==> config.mk <==
export PLATFORM = sky130hd
export DESIGN_NAME = alu_div_sequencer
export DESIGN_NICKNAME = d
export VERILOG_FILES = /design/src/rtl/alu_div_sequencer.sv
export SDC_FILE = /design/constraint.sdc
export NUM_CORES = 1
export LEC_CHECK = 0
export ABC_AREA = 1
export ABC_CLOCK_PERIOD_IN_PS = 3860
export CAP_MARGIN = 5
export CORE_MARGIN = 2
export CORE_UTILIZATION = 30
export DETAILED_ROUTE_END_ITERATION = 7
export GPL_TIMING_DRIVEN = 0
export HOLD_SLACK_MARGIN = 0.06
export SYNTH_ARGS = -nofsm -noshare
export SYNTH_HDL_FRONTEND = slang
export SYNTH_SLANG_ARGS = --single-unit
==> constraint.sdc <==
create_clock -name clk -period 3.86 [get_ports clk]
set_input_delay 0.772 -clock clk [delete_from_list [all_inputs] [get_ports clk]]
set_output_delay 0.772 -clock clk [all_outputs]
set_load 0.02 [all_outputs]
==> src/rtl/alu_div_sequencer.sv <==
// RV32M DIV/DIVU/REM/REMU sequencer: radix-2 restoring division on the shared ALU.
// Optional DIV_SEQ_EARLY_OUT_EN: unsigned A<B finishes at accept.
module alu_div_sequencer #(
    parameter logic [3:0] ALU_ADD_CODE = 4'b0000,
    parameter logic [3:0] ALU_SUB_CODE = 4'b0001
) (
    input  logic        clk,
    input  logic        rst_n,
    input  logic        start_valid,
    output logic        start_ready,
    input  logic [1:0]  op,
    input  logic [31:0] dividend,
    input  logic [31:0] divisor,
    input  logic        flush,
    output logic        alu_req,
    output logic [31:0] alu_op1,
    output logic [31:0] alu_op2,
    output logic [3:0]  alu_control,
    input  logic [31:0] alu_result,
    output logic        busy,
    output logic        result_valid,
    output logic [31:0] result,
    input  logic        result_ready
);

    typedef enum logic [2:0] {
        IDLE, NEG_A, NEG_B, ITER, FIX, DONE
    } state_t;

    state_t      state, state_nx;
    logic [1:0]  op_q, op_nx;
    logic [31:0] q_q, q_nx;
    logic [31:0] r_q, r_nx;
    logic [31:0] b_q, b_nx;
    logic [31:0] res_q, res_nx;
    logic [4:0]  cnt_q, cnt_nx;
    logic        sa_q, sa_nx;
    logic        sb_q, sb_nx;

    logic [31:0] l_val;
    logic [31:0] fix_val;
    logic        borrow;
    logic        ge;
    logic        fix_neg;
    logic        ovf;
    logic        early;

    assign start_ready  = (state == IDLE);
    assign busy         = (state != IDLE);
    assign result_valid = (state == DONE);
    assign result       = res_q;
    assign alu_req      = (state == NEG_A) || (state == NEG_B) ||
                          (state == ITER)  || (state == FIX);

    always_comb begin
        state_nx    = state;
        op_nx       = op_q;
        q_nx        = q_q;
        r_nx        = r_q;
        b_nx        = b_q;
        res_nx      = res_q;
        cnt_nx      = cnt_q;
        sa_nx       = sa_q;
        sb_nx       = sb_q;
        alu_op1     = 32'd0;
        alu_op2     = 32'd0;
        alu_control = ALU_ADD_CODE;

        // Shift-in window {R, Q[31]} truncated to 32 bits; R[31] covers bit 32.
        l_val   = {r_q[30:0], q_q[31]};
        borrow  = (~l_val[31] & b_q[31]) |
                  (~(l_val[31] ^ b_q[31]) & alu_result[31]);
        ge      = r_q[31] | ~borrow;
        fix_val = op_q[1] ? r_q : q_q;
        fix_neg = op_q[1] ? sa_q : (sa_q ^ sb_q);
        ovf     = ~op[0] && (dividend == 32'h8000_0000) &&
                  (divisor == 32'hFFFF_FFFF);
`ifdef DIV_SEQ_EARLY_OUT_EN
        early   = op[0] && (dividend < divisor);
`else
        early   = 1'b0;
`endif

        case (state)
            IDLE: begin
                if (start_valid && !flush) begin
                    op_nx  = op;
                    q_nx   = dividend;
                    b_nx   = divisor;
                    r_nx   = 32'd0;
                    cnt_nx = 5'd0;
                    sa_nx  = ~op[0] & dividend[31];
                    sb_nx  = ~op[0] & divisor[31];
                    if (divisor == 32'd0) begin
                        res_nx   = op[1] ? dividend : 32'hFFFF_FFFF;
                        state_nx = DONE;
                    end else if (ovf) begin
                        res_nx   = op[1] ? 32'd0 : 32'h8000_0000;
                        state_nx = DONE;
                    end else if (early) begin
                        res_nx   = op[1] ? dividend : 32'd0;
                        state_nx = DONE;
                    end else if (!op[0]) begin
                        state_nx = NEG_A;
                    end else begin
                        state_nx = ITER;
                    end
                end
            end
            NEG_A: begin
                alu_control = ALU_SUB_CODE;
                alu_op2     = q_q;
                if (sa_q) q_nx = alu_result;
                state_nx    = NEG_B;
            end
            NEG_B: begin
                alu_control = ALU_SUB_CODE;
                alu_op2     = b_q;
                if (sb_q) b_nx = alu_result;
                state_nx    = ITER;
            end
            ITER: begin
                alu_control = ALU_SUB_CODE;
                alu_op1     = l_val;
                alu_op2     = b_q;
                r_nx        = ge ? alu_result : l_val;
                q_nx        = {q_q[30:0], ge};
                cnt_nx      = cnt_q + 5'd1;
                if (cnt_q == 5'd31) begin
                    if (!op_q[0]) begin
                        state_nx = FIX;
                    end else begin
                        res_nx   = op_q[1] ? (ge ? alu_result : l_val)
                                           : {q_q[30:0], ge};
                        state_nx = DONE;
                    end
                end
            end
            FIX: begin
                if (fix_neg) begin
                    alu_control = ALU_SUB_CODE;
                    alu_op2     = fix_val;
                end
                res_nx   = fix_neg ? alu_result : fix_val;
                state_nx = DONE;
            end
            DONE: begin
                if (result_ready) state_nx = IDLE;
            end
            default: state_nx = IDLE;
        endcase

        if (flush) state_nx = IDLE;
    end

    always_ff @(posedge clk) begin
        if (!rst_n) begin
            state <= IDLE;
            op_q  <= 2'd0;
            q_q   <= 32'd0;
            r_q   <= 32'd0;
            b_q   <= 32'd0;
            res_q <= 32'd0;
            cnt_q <= 5'd0;
            sa_q  <= 1'b0;
            sb_q  <= 1'b0;
        end else begin
            state <= state_nx;
            op_q  <= op_nx;
            q_q   <= q_nx;
            r_q   <= r_nx;
            b_q   <= b_nx;
            res_q <= res_nx;
            cnt_q <= cnt_nx;
            sa_q  <= sa_nx;
            sb_q  <= sb_nx;
        end
    end

endmodule

* After elaboration in Yosys (flattened, before gate mapping)
Cells that the tools add are included.
Operators by class: order comparisons 0, div/mod/pow operators 0, equality and inequality tests 15, $mul 0, bitwise gates (word level) 13, shift-type cells 0, add/subtract/negate cells 1, reductions and logical operators 23, multiplexer cells 36
Operators by type and width (number):
- two-way mux 32 bit | 18
- one-hot mux 32 bit (3 select lines) | 3
- one-hot mux 32 bit (2 select lines) | 2
- equality test 32 bit, second input constant | 2
- logical NOT 32 bit | 1
- one-hot mux 3 bit (6 select lines) | 1
- two-way mux 3 bit | 5
- one-hot mux 5 bit (2 select lines) | 1
- AND reduction 3 bit | 3
- nonzero test 3 bit | 3
- equality test 3 x 2 -> 1 bit, second input constant | 2
- equality test 3 bit, second input constant | 2
- inequality test 2 x 1 -> 1 bit, second input constant | 3
- inequality test 2 bit, second input constant | 3
- adder 5 x 1 -> 5 bit, second input constant | 1
- equality test 5 bit, second input constant | 1
- two-way mux 5 bit | 1
- inverter 1 bit | 5
- AND reduction 5 bit | 1
- AND 1 bit | 4
- AND reduction 2 bit | 2
- nonzero test 2 bit | 2
- OR reduction 2 bit | 2
- equality test 3 x 1 -> 1 bit, second input constant | 1
- other kinds (11) | 19
Storage, ports and cells: bits in writable memories 0, logic and storage cells 97, memories kept 0, memory bits (read-only) 0, output and inout bits 104, bits in latches 0, bits in registers 140, bits of input ports 103

* Logic depth before layout (Yosys ltp)
Gate-level depths: netlist of run 1.
depth after elaboration 11, depth in mapped cells 14, gate-level depth less buffers 14

* Worst setup path after synthesis of run 1
No wires, ideal clock.
path type reg2out, start register state[1], end output port alu_op2[21], buffers on the path 1, data arrival time 1.601 ns, data required time 3.088 ns, path slack 1.487 ns, stages on the path, launching flop included 7, cells stage by stage dfxtp_1 -> nor2_2 -> inv_2 -> nor2_2 -> nand2_1 -> clkbuf_1 -> o21ai_0
On the way: longest elaborated chain between the ends 3, elaborated cells on any way between the ends 6, those cells by class eq/ne (4); mux (1); reduce/logical (1)
Ends and longest elaborated chain:
- start: declaration | line 30 | state_t state, state_nx;
- start signal: assignment | line 168 | state <= state_nx;
- equality test 3 x 2 -> 1 bit | line 84 | case (state)
- OR reduction 2 bit (no line)
- one-hot mux 32 bit (3 select lines) (*) | line 84
- end: declaration | line 17 | output logic [31:0] alu_op2,
Mark *: on every way between the ends. The rest lies on a longest branch, timed or not.

* Worst setup path after layout of run 1
start register state[1], end output port alu_op2[18]
The elaborated chain is that of the path after synthesis.

==> parameters.txt, run 1 <==
Parameter                              Value

Timing
  Endpoints failing setup ... 0
  Max Transition Viols Final ... 0
  Least setup slack across all paths after layout ... 0.07074 ns
  Worst slew margin relative to its limit ... 0.3960
  Number of failing hold endpoints at the final stage ... 0
  Time the worst path needs with I/O delays and setup ... approximately 3.8 ns
  Setup clock skew after layout ... 0.01099 ns
  F_max ... 0.2639 GHz
  Part of the cycle the worst path needs ... 0.9817
  Worst-Margin Slew ... 0.9060 ns
  Total Negative Setup Slacks ... 0 ns
  Unrepaired setup endpoints after global routing ... no

Route
  Count of unresolved DRC violations after routing ... 0
  Via count of the routed design ... 11603
  Routed via count divided by cell count ... between 5 and 6
  Antenna viol nets, final ... 0
  Average wire length per cell after detail routing ... 21.49 um
  Total iterations of the first detailed-routing run ... 6
  Final routed wirelength across all metal layers ... 44.49 mm
  Initial DRC Count ... about 1400

CTS
  Clk sink count ... 140
  TritonCTS clock tree ... done
  Clock edge transition at the registers on the reported setup and hold paths ... 0.06 ns
  Maximum clock path buffer count ... 2
  Library cell used as clock root buffer ... sky130_fd_sc_hd__clkbuf_16
  CTS buffer count ... 17
  H-tree levels ... 4
  Source-to-sink clock delay at the later pin of the worst-skew pair ... 0.44 ns

Synthesis
  Dominant combinational cell family by area after synthesis ... simple AND/OR/NAND/NOR gates
  Number of flops mapped to enable cells by yosys ... 0
  Share of synthesized cell area in and, or, nand and nor gates ... 0.3372
  Cell types with the highest counts after synthesis ... 340 x sky130_fd_sc_hd__nand2_1, 165 x sky130_fd_sc_hd__nand3_1, 147 x sky130_fd_sc_hd__nor2_1
  Multiplexer fraction of the synthesized cell area ... 0
  Share of the yosys chip area belonging to registers ... 0.3111
  Proportion of netlist area held by the largest area contributor ... 0.3111
  Arithmetic-cell share of the synthesized area counting full adders, half adders and majority gates ... 0.004167
  Cell type contributing the most total cell area after synthesis ... sky130_fd_sc_hd__dfxtp_1
  Main flop type after synthesis ... sky130_fd_sc_hd__dfxtp_1
  Post-synthesis cell area ... 0.009009 mm^2
  Synth async-reset ratio ... 0
  Post-synthesis share of cell area spent on xor and xnor gates ... 0
  Distinct cells, synth ... 34
  Most frequently used cell type in the post-synthesis netlist ... sky130_fd_sc_hd__nand2_1
  Cell types occupying the most area after synthesis ... sky130_fd_sc_hd__dfxtp_1 31%, sky130_fd_sc_hd__nand2_1 14%, sky130_fd_sc_hd__nand3_1 9.2%, sky130_fd_sc_hd__o21ai_0 7.8%, sky130_fd_sc_hd__nor2_1 6.1%
  Synthesized-area fraction occupied by ao, oa, aoi and oai cells ... 0.2476
  Synthesized flop and latch total ... 140
  Post-synthesis average cell area ... 6.221 um^2
  Cells after Synth ... between 1000 and 1500
  Total of warnings raised by yosys ... 0

Critical path
  Worst reg2reg path depth ... 12
  First element of the critical path ... state[1]
  Crit Path Max Fanout ... 10
  Series of cell instances along the critical path ... nor2_2 -> inv_2 -> nor2_4 -> nand2_1 -> clkbuf_2 -> o21ai_0 -> clkdlybuf4s50_1
  Arrival time worst endpoint ... 3.02 ns
  Reg2Reg Setup Slack ... 1.28 ns
  Worst stage delay on the critical path ... 0.68 ns
  Critical R2R Capture ... result[13]
  Worst Setup Path Type ... reg -> out
  Critical Path Start Type ... flip-flop
  Required time worst endpoint ... around 3.1 ns
  Critical path endpoint category ... output pin
  Slowest cell on the critical path ... sky130_fd_sc_hd__clkdlybuf4s50_1
  R2R Path Start ... r_q[30]

Die
  Number of placement rows ... 63
  Floorplan Core Area ... 0.02964 mm^2
  DIE AREA ... 0.03143 mm^2
  Top Ports ... 207
  Die height ... 177.3 um
  Die width ... approximately 180 um
  Starting density of the core ... 0.3040

Worst hold path
  Hold Crit Endpoint ... cnt_q[4]
  Path class of the lowest-slack min-delay path ... reg -> reg
  Hold depth ... 2
  Launch instance of the worst min-delay path ... cnt_q[4]

Placement
  Input/output buffers ... between 200 and 250
  Placed cell count ... 2042
  Setup slack at placement ... roughly 0.095 ns
  Cell area after placement ... 0.01153 mm^2
  Half-perimeter wire length after detailed placement ... ~32 mm
  Gpl congestion ... ~0.97

Status
  Outcome ... finished, final reports clean

Pwr
  Fraction of power consumed by the clock network ... 0.394
  Int Pwr ... 2.752 mW
  Reg power frac ... 0.390
  Peak supply drop ... 0.0002963 V
  Comb power frac ... 0.216
  Sw Pwr ... 1.304 mW
  Leak Pwr ... between 4 and 5 nW
  Pwr/cell area ... 333.8 mW/mm^2
  Total power draw ... 4.056 mW
  Switching share of power ... 0.3215

Cells and area
  Final cell area excluding filler cells ... 0.01215 mm^2
  Count of nets after finishing ... 1778
  Number of cells in the finished layout apart from fillers ... about 2100
  Synthesis-to-finish area growth ... 34.90%
  Count of antenna diodes in the layout ... 0
  Share of final-layout standard cells stronger than drive strength 1 ... 0.08274

Global routing
  Antenna violations before repair ... 0
  Via count of the first global-routing pass ... between 10000 and 15000
  Total GRT Usage ... 0.2803
  Total congestion overflow after global routing ... 0
  Pin count of the biggest net entering global routing ... 17
  First-pass GRT wire length ... 66.21 mm

Run
  Max_cap viols ... 0
[power by group through the flow]
| stage | Combinational [mW] | Sequential [mW] | Clock [mW] |
|---|---|---|---|
| floorplan | 0.436 | 1.61 | 0 |
| CTS | 0.850 | 1.58 | 1.60 |
| finish | 0.875 | 1.58 | 1.60 |
| detailed placement | 0.843 | 1.61 | 0 |
| global route | 0.947 | 1.59 | 1.66 |
| global placement | 0.838 | 1.61 | 0 |
[how the worst max path moves through the flow]
stage / endpoint / slack (ns) / cells past startpoint
floorplan: alu_op2[21] / 1.49 / 6
global placement: alu_op2[13] / 0.10 / 7
detailed placement: alu_op2[13] / 0.1 / 7
CTS: alu_op2[27] / 0.0003 / 6
global route: alu_op1[13] / 0.002 / 7
finish: alu_op2[18] / 0.07 / 7
[worst max-delay path, delay by kind of cell, from the launching register on]
kind | cells | cell delay, ns
compound gates | 1 | 0.43
buf+inv | 3 | 1.11
flops | 1 | 0.36
simple gates | 3 | 0.69
[per-layer routing]
| metal | wire (um) | GRT usage | vias to the layer above |
|---|---|---|---|
| li1 | - | - | 5355 |
| met4 | 1653 | 0.1148 | 0 |
| met1 | 18380 | 0.3658 | 5370 |
| met5 | 0 | 0 | - |
| met2 | 19460 | 0.4358 | 756 |
| met3 | 4995 | 0.07691 | 122 |
[registers in the layout, summed over array words and instances (netlist names)]
name / cells
b_q: 32
cnt_q: 5
op_q: 2
q_q: 32
r_q: 32
result: 32
sa_q: 1
sb_q: 1
state: 3
[through the flow]
step | hold slack [ns] | util
global placement | 0.4514 | 0.3889
floorplan | 0.4402 | -
detailed placement | 0.4621 | 0.3889
global route | 0.4945 | 0.4100
CTS | 0.4715 | 0.4080
finish | 0.4707 | 0.4100
[final cells by class]
class                      instances  area, um^2
fill                            3262       17490
multi-input combinational       1095        5343
sequential                       140        2803
timing repair buffer             203        2069
buffer                           113       528.0
tap                              390       488.0
clock buffer                      20       466.7
inverter                         102       385.4
clock inverter                     7       70.07
[cell families after synthesis]
logic type      count (synthesis)
fa+ha+maj                       3
compound gates                378
other cells                     1
buf+inv                       215
simple gates                  711
flops                         140
[cell usage in the layout (no fill, tap or decap), drive strengths merged, types with 33 or more instances in the layout]
| master | n |
|---|---|
| a21oi | 50 |
| a22oi | 57 |
| a31oi | 61 |
| buf | 47 |
| clkbuf | 87 |
| clkdlybuf4s50 | 191 |
| dfxtp | 140 |
| inv | 99 |
| nand2 | 342 |
| nand3 | 165 |
| nor2 | 155 |
| o211ai | 33 |
| o21ai | 165 |
| or2 | 37 |
[timing repair]
item	CTS	global route
endpoints found under the hold margin	0	0
gates resized for setup	12	22
endpoints found under the setup margin	34	31
buffers inserted	0	1
hold buffers	0	0
pin swaps	0	1
No activity file was read; power rests on OpenSTA's default activity.
==> inputs of run 2 (changes only) <==
- CORE_ASPECT_RATIO: default -> 1.75
==> parameters.txt, run 2 (synthesized netlist as in run 1, its figures left out) <==
Parameter                              Value

Cells and area
  Number of cells in the finished layout apart from fillers ... a little over 2000
  Count of antenna diodes in the layout ... 0
  Share of final-layout standard cells stronger than drive strength 1 ... 0.08536
  Final core area utilization ... 0.4092
  Leading cell type in the layout, fill and taps excluded ... sky130_fd_sc_hd__nand2_1
  Count of nets after finishing ... 1780
  Commonest cells after routing, fill and taps aside ... 340 x sky130_fd_sc_hd__nand2_1, 193 x sky130_fd_sc_hd__clkdlybuf4s50_1, 165 x sky130_fd_sc_hd__nand3_1
  Synthesis-to-finish area growth ... 35.60%

Run
  Max_cap viols ... 0

Timing
  Max Transition Viols Final ... 0
  Part of the cycle the worst path needs ... 0.9878
  Time the worst path needs with I/O delays and setup ... around 3.8 ns
  Worst-Margin Slew ... 1.101 ns
  Worst slew margin relative to its limit ... 0.2658
  Endpoints failing setup ... 0
  Least setup slack across all paths after layout ... about 0.047 ns
  Number of failing hold endpoints at the final stage ... 0
  F_max ... 0.2623 GHz
  Min Hold Slack ... 0.4647 ns
  Unrepaired setup endpoints after global routing ... no
  Setup clock skew after layout ... 0.01099 ns

CTS
  Cts-stage hold buffer count ... 0
  Clock edge transition at the registers on the reported setup and hold paths ... 0.06 ns
  TritonCTS clock tree ... done
  Clk sink count ... 140
  Source-to-sink clock delay at the later pin of the worst-skew pair ... 0.46 ns
  H-tree levels ... 4
  Maximum clock path buffer count ... 2
  Library cell used as clock root buffer ... sky130_fd_sc_hd__clkbuf_16
  CTS buffer count ... 17

Critical path
  First element of the critical path ... state[1]
  Crit Path Max Fanout ... 10
  Arrival time worst endpoint ... 3.04 ns
  Critical path endpoint category ... output pin
  R2R Path Start ... r_q[30]
  Worst Setup Path Type ... reg -> out
  Critical Path Start Type ... flip-flop
  Required time worst endpoint ... 3.09 ns

Route
  Count of unresolved DRC violations after routing ... 0
  Average wire length per cell after detail routing ... 22.76 um
  Initial DRC Count ... 1183
  Total iterations of the first detailed-routing run ... 6
  Via count of the routed design ... approximately 12000
  Antenna viol nets, final ... 0
  Final routed wirelength across all metal layers ... 47.21 mm
  Routed via count divided by cell count ... 5.630

Worst hold path
  Launch instance of the worst min-delay path ... cnt_q[3]
  Path class of the lowest-slack min-delay path ... reg -> reg

Global routing
  Total GRT Usage ... 0.2963
  First-pass GRT wire length ... 69.12 mm
  Via count of the first global-routing pass ... 11415
  Antenna violations before repair ... 0
  Pin count of the biggest net entering global routing ... 17
  Total congestion overflow after global routing ... 0

Die
  Starting density of the core ... 0.3018
  Die width ... about 130 um
  DIE AREA ... 0.03149 mm^2
  Floorplan Core Area ... between 0.02 and 0.03 mm^2
  Top Ports ... 207
  Die height ... 233.2 um
  Number of placement rows ... 84

Status
  Outcome ... finished, final reports clean

Placement
  Input/output buffers ... 202
  Half-perimeter wire length after detailed placement ... about 35 mm
  Gpl congestion ... approximately 1
  Placed cell count ... 2039
  Setup slack at placement ... 0.04807 ns

Pwr
  Peak supply drop ... 0.0003492 V
  Pwr/cell area ... about 350 mW/mm^2
  Leak Pwr ... 4.833 nW
run 2: layer usage:
metal  up-vias  GRT usage  part of all wire
met5         -          0                 0
met3       236    0.05773             0.076
met4         0     0.2542             0.094
met2       735     0.5102              0.49
li1       5354          -                 -
met1      5352     0.3046              0.34
run 2: final timing paths:
path	end	slack [ns]	cells after the start
setup / recovery	alu_op2[1]	0.05	7
hold / removal	cnt_q[3]	0.46	2
setup reg to reg	result[19]	1.20	12
hold reg to reg	cnt_q[3]	0.46	2
run 2: report_power, final:
group	switching, mW	internal [mW]	total [mW]
logic	0.570	0.313	0.882
clock network	0.713	1.05	1.76
registers	0.0628	1.52	1.59
total	1.34	2.89	4.23
run 2: cell type report:
class                           count  area [um^2]
Buffer                            113        531.8
Tap cell                          387        484.2
Sequential cell                   140         2803
Timing Repair Buffer              205         2052
Multi-Input combinational cell   1095         5343
Clock inverter                      9        108.9
Fill cell                        3270        17630
Inverter                          102        385.4
Clock buffer                       23        508.0
run 2: worst max-delay path: stages, from the launching register on:
cell	delay, ns
sky130_fd_sc_hd__dfxtp_1	0.35
sky130_fd_sc_hd__nor2_2	0.21
sky130_fd_sc_hd__inv_2	0.09
sky130_fd_sc_hd__nor2_4	0.23
sky130_fd_sc_hd__nand2_1	0.27
sky130_fd_sc_hd__clkbuf_2	0.34
sky130_fd_sc_hd__o21ai_0	0.41
sky130_fd_sc_hd__clkdlybuf4s50_1	0.68
run 2: repair_timing:
| item | 4_1_cts | 5_1_grt |
|---|---|---|
| resized for setup | 24 | 9 |
| pin swaps | 0 | 2 |
| endpoints found under the setup margin | 34 | 35 |
| setup buffers | 0 | 3 |
run 2: through the flow:
stage                     setup TNS [ns]  power, mW  area [um^2]
after floorplan                        0      2.047         9016
after global placement          -0.02874      2.466        11520
after detailed placement               0      2.469        11520
after CTS                              0      4.209        12180
after global routing                   0      4.356        12220
final                                  0      4.232        12220
